$ cat config.mk
export PLATFORM = sky130hd
export DESIGN_NAME = dmem_ctrl
export DESIGN_NICKNAME = d
export VERILOG_FILES = /design/src/rtl/dmem_ctrl.sv
export SDC_FILE = /design/constraint.sdc
export NUM_CORES = 1
export LEC_CHECK = 0
export ABC_AREA = 1
export ABC_CLOCK_PERIOD_IN_PS = 1400
export CAP_MARGIN = 10
export CORE_AREA = 8 8 134 136
export DETAILED_ROUTE_END_ITERATION = 10
export DIE_AREA = 0 0 142 144
export GPL_TIMING_DRIVEN = 0
export HOLD_SLACK_MARGIN = 0.05
export PLACE_DENSITY = 0.79
export SLEW_MARGIN = 25
export SYNTH_ARGS = -nofsm -noshare
export SYNTH_HDL_FRONTEND = slang
export SYNTH_SLANG_ARGS = --single-unit
$ cat constraint.sdc
create_clock -name clk -period 1.4 [get_ports clk]
set_input_delay 0.14 -clock clk [delete_from_list [all_inputs] [get_ports clk]]
set_output_delay 0.14 -clock clk [all_outputs]
set_load 0.01 [all_outputs]
$ cat src/rtl/dmem_ctrl.sv
// rtl/dmem_ctrl.sv - data-memory access controller for the Harvard MIPS MEM stage
// Sequences single/double-word loads and stores onto a one-port synchronous-read word RAM.
module dmem_ctrl #(
  parameter int ADDR_W = 11,
  parameter int DATA_W = 32
) (
  input  logic                  clk,
  input  logic                  rst,
  input  logic                  req_valid,
  output logic                  req_ready,
  input  logic                  req_we,
  input  logic                  req_dbl,
  input  logic [ADDR_W-1:0]     req_addr,
  input  logic [2*DATA_W-1:0]   req_wdata,
  output logic                  rsp_valid,
  output logic                  rsp_err,
  output logic [2*DATA_W-1:0]   rsp_rdata,
  output logic [ADDR_W-1:0]     ram_addr,
  output logic [DATA_W-1:0]     ram_dataIn,
  output logic                  ram_wen,
  input  logic [DATA_W-1:0]     ram_data
);

  typedef enum logic [2:0] {IDLE, WR_LO, WR_HI, RD_LO, RD_HI, RD_CAP, RESP} state_t;

  state_t                state_q, state_d;
  logic                  dbl_q, dbl_d;
  logic                  err_q, err_d;
  logic [ADDR_W-1:0]     addr_q, addr_d;
  logic [2*DATA_W-1:0]   wdata_q, wdata_d;
  logic [2*DATA_W-1:0]   rdata_q, rdata_d;
  logic [ADDR_W-1:0]     ram_addr_q, ram_addr_d;
  logic [DATA_W-1:0]     ram_din_q, ram_din_d;

  logic                  accept;
  logic                  boundary;
  logic [ADDR_W-1:0]     addr_hi;

  assign accept   = (state_q == IDLE) && req_valid;
  assign boundary = req_dbl && (&req_addr);
  assign addr_hi  = addr_q + ADDR_W'(1);

  always_ff @(posedge clk) begin
    if (rst) state_q <= IDLE;
    else     state_q <= state_d;
  end

  always_comb begin
    state_d = state_q;
    case (state_q)
      IDLE: begin
        if (req_valid) begin
          if (boundary)    state_d = RESP;
          else if (req_we) state_d = WR_LO;
          else             state_d = RD_LO;
        end
      end
      WR_LO:   state_d = dbl_q ? WR_HI : RESP;
      WR_HI:   state_d = RESP;
      RD_LO:   state_d = dbl_q ? RD_HI : RD_CAP;
      RD_HI:   state_d = RD_CAP;
      RD_CAP:  state_d = RESP;
      RESP:    state_d = IDLE;
      default: state_d = IDLE;
    endcase
  end

  // ram_wen is masked by rst so the write under way when reset arrives is dropped.
  always_comb begin
    req_ready  = (state_q == IDLE);
    rsp_valid  = (state_q == RESP);
    rsp_err    = (state_q == RESP) && err_q;
    ram_wen    = 1'b0;
    ram_addr   = ram_addr_q;
    ram_dataIn = ram_din_q;
    case (state_q)
      WR_LO: begin
        ram_addr   = addr_q;
        ram_dataIn = wdata_q[DATA_W-1:0];
        ram_wen    = !rst;
      end
      WR_HI: begin
        ram_addr   = addr_hi;
        ram_dataIn = wdata_q[2*DATA_W-1:DATA_W];
        ram_wen    = !rst;
      end
      RD_LO:   ram_addr = addr_q;
      RD_HI:   ram_addr = addr_hi;
      default: ;
    endcase
  end

  always_comb begin
    dbl_d      = dbl_q;
    err_d      = err_q;
    addr_d     = addr_q;
    wdata_d    = wdata_q;
    rdata_d    = rdata_q;
    ram_addr_d = ram_addr;
    ram_din_d  = ram_dataIn;
    if (accept) begin
      dbl_d   = req_dbl;
      err_d   = boundary;
      addr_d  = req_addr;
      wdata_d = req_wdata;
    end
    if (state_q == RD_HI) rdata_d[DATA_W-1:0] = ram_data;
    if (state_q == RD_CAP) begin
      if (dbl_q) rdata_d[2*DATA_W-1:DATA_W] = ram_data;
      else       rdata_d = {{DATA_W{1'b0}}, ram_data};
    end
  end

  always_ff @(posedge clk) begin
    if (rst) begin
      dbl_q      <= 1'b0;
      err_q      <= 1'b0;
      addr_q     <= '0;
      wdata_q    <= '0;
      rdata_q    <= '0;
      ram_addr_q <= '0;
      ram_din_q  <= '0;
    end else begin
      dbl_q      <= dbl_d;
      err_q      <= err_d;
      addr_q     <= addr_d;
      wdata_q    <= wdata_d;
      rdata_q    <= rdata_d;
      ram_addr_q <= ram_addr_d;
      ram_din_q  <= ram_din_d;
    end
  end

  assign rsp_rdata = rdata_q;

endmodule

==> results of run 1 <==
==> per-stage QoR <==
stage	power (mW)	TNS [ns]	hold WS [ns]	util	instances
2_1_floorplan	10.9	0	0.275	-	957
3_3_place_gp	14.1	-93.75	0.461	0.608	1399
3_5_place_dp	14.2	-98.56	0.470	0.608	1399
4_1_cts	20.7	-21.99	0.274	0.705	1470
5_1_grt	25.4	-67.39	0.281	0.810	1500
6_report	24.4	-55.57	0.277	0.810	1500
==> report_power, final <==
part           switching [mW]  total [mW]  leakage, nW  internal, mW
combinational            6.18        11.8         3.88          5.65
sequential              0.967        7.60         1.53          6.63
clock                    2.37        4.95        0.285          2.58
total                    9.52        24.4         5.70          14.9
==> worst paths after layout <==
check	start	end	slack [ns]	depth (start not counted)
setup / recovery	state_q[2]$_SDFFE_PP0P_	ram_dataIn[16]	-0.51	8
hold / removal	req_wdata[3]	wdata_q[3]$_SDFFE_PP0P_	0.28	3
setup reg to reg	state_q[2]$_SDFFE_PP0P_	wdata_q[46]$_SDFFE_PP0P_	-0.47	11
hold reg to reg	ram_din_q[21]$_SDFF_PP0_	ram_din_q[21]$_SDFF_PP0_	0.49	2
==> per-layer routing <==
metal | vias to the layer above | part of all wire
met5 | - | 0
met4 | 0 | 0.050
met3 | 125 | 0.076
met2 | 459 | 0.51
met1 | 3990 | 0.36
li1 | 3827 | -
==> final cells by class <==
type	count	area, sq um
Multi-Input combinational cell	678	4440
Sequential cell	187	3760
Timing Repair Buffer	294	3150
Fill cell	899	3060
Buffer	55	604
Clock buffer	18	439
Tap cell	220	275
Inverter	33	174
Clock inverter	14	154
Antenna cell	1	2.50
==> logic make-up (layout without fill, tap and decap cells) <==
logic type      after synthesis  in the layout  synth area share
fa+ha+maj                     1              1           0.00172
flops                       187            187             0.515
simple gates                475            475             0.265
compound gates              202            202             0.157
buf+inv                      92            414            0.0611
other cells                   0              1                 0
==> cells in the final DEF, fill, tap and decap left out, drive strengths merged, types with 2 or more instances in the layout <==
master,synthesis,routed
nor2,259,259
dfxtp,187,187
nand2,152,152
buf,35,139
o21ai,114,114
clkdlybuf4s50,0,111
dlygate4sd2,0,63
nand3,57,57
clkbuf,24,53
inv,33,39
a31oi,34,34
a22oi,32,32
a21oi,21,21
clkinv,0,5
nand4,4,4
clkinvlp,0,2
==> registers in the layout (all words and copies together) (netlist names) <==
signal      cells
addr_q         11
err_q           1
ram_addr_q     11
ram_din_q      32
wdata_q        64
state_q         3
dbl_q           1
rsp_rdata      64
==> critical path, cell delays in order, from the launching register on <==
cell and delay, ns:
dfxtp_4 0.41, inv_6 0.06, nand3_4 0.15, nand2_4 0.09
inv_8 0.13, buf_12 0.16, nand2_1 0.09, nand3_1 0.09
buf_2 0.14
==> repair_timing <==
action                                  CTS  global route
pin swaps                                17            40
resized for setup                       487           375
gates cloned                              8            14
endpoints found under the setup margin  281           193
setup buffers                            31            19
==> results.json, run 1 <==
{
  "tightest_slew_ns": 0.842,
  "dominantRegCellSynth": "dfxtp_1",
  "insertion_delay_ns": 0.44,
  "grt_pass1_vias": 7675,
  "post_route_cells_drive_above_1_share": 0.366,
  "min_path_type": "in -> reg",
  "ant_nets": 0,
  "synth_common_cells": "nor2_1, dfxtp_1, nand2_1",
  "grt_pass1_wl_mm": 39.7,
  "syn_nets": 1070,
  "synth_top_area_cell": "dfxtp_1",
  "cts_tree": "yes",
  "num_io_pins": 223,
  "required_ns": 1.26,
  "core_region_area_sq_um": 16100,
  "cts.sinks": 187,
  "crit_type": "reg -> out",
  "seq_area_frac_synth": 0.515,
  "cts_root_buf": "clkbuf_16",
  "cts.htree.levels": 4,
  "cts_buffers": 17,
  "drt-initial-drc-count": 594,
  "violations": "setup timing",
  "grt_max_degree": 19,
  "post-route-cell-area_sq_um": 13000,
  "critPathLaunchType": "flip-flop",
  "drv_cap": 0,
  "gp_congestion": 0.876,
  "pre_cts_ws_ns": -0.882,
  "syn_avg_cell_area_sq_um": 7.60,
  "drc": 0,
  "slew-limit-headroom": 0.439,
  "firstDrtPassIters": 5,
  "synthArstFlopShare": 0,
  "worst_slack_ns": -0.506,
  "status": "finished with violations",
  "fmax_mhz": 525,
  "p_per_area_nw_per_um2": 1880,
  "p_leak_nw": 5.70,
  "grt_util_met1": 0.281,
  "setup-violations-final": 188,
  "clock_skew_ns": 0.00554,
  "grt_use_met2": 0.436,
  "critPathMaxFanout": 10,
  "via_per_inst": 5.60,
  "grt_overflow": 0,
  "start_util": 0.453,
  "synth.most_common_cell": "nor2_1",
  "die_y_microns": 144,
  "die_width_microns": 142,
  "path_clk_slew_ns": 0.08,
  "met3_usage": 0.0541,
  "busiest_layer": "met2",
  "hold_viol": 0,
  "peakVddDrop_mv": 1.27,
  "grt_usage": 0.247,
  "wl_mm": 30.7,
  "nets": 1379,
  "io_buffers": 222,
  "ys_ff_latch": 187,
  "areaGrowthSynthToFinish_pct": 78.8,
  "netlist_area_sq_um": 7270,
  "dieArea_sq_um": 20400,
  "wl_per_cell_microns": 20.5,
  "yosys.area.top_type_share": 0.515,
  "rows": 47,
  "synth_area_leaders": "dfxtp_1, nor2_1, nand2_1",
  "cp.arrival_ns": 1.77,
  "synth_edf_count": 0,
  "dpl.hpwl_mm": 17.2,
  "vias": 8401,
  "yosysWarningCount": 0,
  "antenna_found_initial": 1,
  "period_needed_ns": 1.91,
  "syn_inst": 957,
  "rsz0062_at_grt": "true",
  "max-clock-path-buffers": 2,
  "holdBufCountCts": 0,
  "post_dp_cell_area_sq_um": 9770,
  "post-route-period-util": 1.36,
  "slew_violations": 0,
  "synth.distinct_cells": 27,
  "critical_path.endpoint_type": "primary output"
}
No activity file was read; power rests on OpenSTA's default activity.
==> run 2: changes to the inputs <==
Settings changed: CORE_AREA 8 8 134 136 to 8 8 165 167, DIE_AREA 0 0 142 144 to 0 0 173 175, PLACE_DENSITY 0.79 to default.
==> run 2 against run 1 <==
Clock power increased by 4.2%. Sequential share of layout area grew 1.3 points. Largest cell class unchanged. Register-to-register slack better by 0.22 ns. Non-clock buffer count is 11 lower. Critical endpoint is now ram_dataIn[8]. Sequential power shrank 2%. The flow still finishes with violations (setup timing). Clock skew grew 0.0051 ns. Maximum frequency up 2.1%.
==> results.json, run 2 (synthesis results as in run 1) <==
{
  "firstDrtPassIters": 5,
  "vias": 7688,
  "die_width_microns": 173,
  "cts.htree.levels": 4,
  "slew_violations": 0,
  "ant_nets": 0,
  "setup-violations-final": 211,
  "fin_cells": 1600,
  "gp_congestion": 0.836,
  "fmax_mhz": 535,
  "wl_mm": 28.5,
  "drt-initial-drc-count": 506,
  "cts_tree": "yes",
  "slew-limit-headroom": 0.573,
  "cp_top_family": "simple AND/OR/NAND/NOR gates",
  "cts_buffers": 17,
  "grt_overflow": 0,
  "crit_chain": "nor2_4 > nand2_4 > nand2_8 > clkinv_8 > clkbuf_16 > nand2_4 > nand3_2 > buf_6",
  "wl_per_cell_microns": 17.8,
  "tightest_slew_ns": 0.641,
  "min_from": "req_wdata[9]",
  "cp.arrival_ns": 1.73,
  "placedCellCount": 1509,
  "critPathMaxFanout": 6,
  "num_io_pins": 223,
  "grt_pass1_wl_mm": 42.4,
  "antenna_found_initial": 1,
  "cts_root_buf": "clkbuf_16",
  "crit_top_cell": "nand2_4",
  "die_y_microns": 175,
  "max-clock-path-buffers": 2,
  "drc": 0,
  "peakVddDrop_mv": 0.852,
  "max_stage_delay_ns": 0.39,
  "drv_cap": 0,
  "p_leak_nw": 5.67,
  "r2r_slack_ns": -0.25,
  "grt_max_degree": 17,
  "layout_commonest_cell": "nor2_1",
  "start_util": 0.295,
  "slowest_stage": "dfxtp_4",
  "areaGrowthSynthToFinish_pct": 70.7,
  "cp-startpoint": "state_q[1]$_SDFFE_PP0P_",
  "cts.sinks": 187,
  "post-route-period-util": 1.33,
  "clock_skew_ns": 0.0106,
  "worst_slack_ns": -0.468,
  "via_per_inst": 4.81,
  "grt_usage": 0.177,
  "rsz0062_at_grt": "true",
  "p_per_area_nw_per_um2": 1870,
  "io_buffers": 222,
  "critical_path.endpoint_type": "primary output",
  "required_ns": 1.26,
  "violations": "setup timing",
  "core_region_area_sq_um": 24700,
  "crit_type": "reg -> out",
  "final.setup.tns_ns": -32.00,
  "critPathLaunchType": "flip-flop",
  "post_route_cells_drive_above_1_share": 0.262,
  "min_path_type": "in -> reg",
  "path_buf_inv": 3,
  "dpl.hpwl_mm": 19.5,
  "rows": 58,
  "period_needed_ns": 1.87,
  "final_cell_mix": "nor2_1, dfxtp_1, clkdlybuf4s50_1",
  "reg2reg_from": "state_q[1]$_SDFFE_PP0P_",
  "status": "finished with violations",
  "nets": 1369,
  "path_clk_slew_ns": 0.07,
  "dieArea_sq_um": 30300,
  "grt_pass1_vias": 7552,
  "insertion_delay_ns": 0.43,
  "hold_viol": 0,
  "holdBufCountCts": 0
}
[run 2: power by group]
| part | switching (mW) | internal [mW] | leakage, nW |
|---|---|---|---|
| logic | 5.52 | 5.14 | 3.85 |
| clock network | 2.11 | 3.05 | 0.296 |
| registers | 0.808 | 6.63 | 1.53 |
[run 2: timing repair]
| action | CTS | global route |
|---|---|---|
| pin swaps | 16 | 32 |
| resized for setup | 454 | 183 |
| setup buffers | 23 | 22 |
| cloned | 8 | 7 |
| hold endpoints to repair | 0 | 0 |
| endpoints found under the setup margin | 292 | 240 |
[run 2: cell type report]
class,instances,area [sq um]
antenna,1,2.50
buffer,57,568
clock buffer,22,454
clock inverter,10,165
fill,2357,12300
inverter,33,169
multi-input combinational,678,3890
sequential,187,3760
tap,330,413
timing repair buffer,281,2970
timing repair inverter,1,8.76
[run 2: path summary, 6_finish.rpt]
check,depth (start not counted),to
worst min register to register,2,ram_din_q[16]$_SDFF_PP0_
worst max-delay path,8,ram_dataIn[8]
worst min-delay path,3,wdata_q[9]$_SDFFE_PP0P_
worst max register to register,9,wdata_q[11]$_SDFFE_PP0P_
[run 2: per-stage QoR]
| stage | instance area (sq um) | utilization | total power, mW | hold WS (ns) | setup slack (ns) |
|---|---|---|---|---|---|
| floorplan | 7270 | - | 10.9 | 0.275 | 0.0413 |
| global placement | 9900 | 0.401 | 14.3 | 0.462 | -1.02 |
| detailed placement | 9900 | 0.401 | 14.4 | 0.469 | -1.03 |
| CTS | 11500 | 0.466 | 21.8 | 0.281 | -0.490 |
| global route | 12400 | 0.503 | 24.5 | 0.277 | -0.538 |
| finish | 12400 | 0.503 | 23.3 | 0.296 | -0.468 |
[run 2: worst reg2reg max path, cell delays in order, from the launching register on]
cell and delay [ns]:
dfxtp_4 0.39, nor2_4 0.16, buf_4 0.14, nand2_4 0.08, nor2_8 0.14, buf_6 0.14, buf_12 0.13, bufbuf_16 0.26
o21ai_0 0.07, nor2_1 0.09
[run 2: routing by layer]
layer  share of wire  GRT usage
met1            0.43      0.217
met2            0.50      0.302
met3           0.044     0.0343
met4           0.027     0.0704
met5               0          0
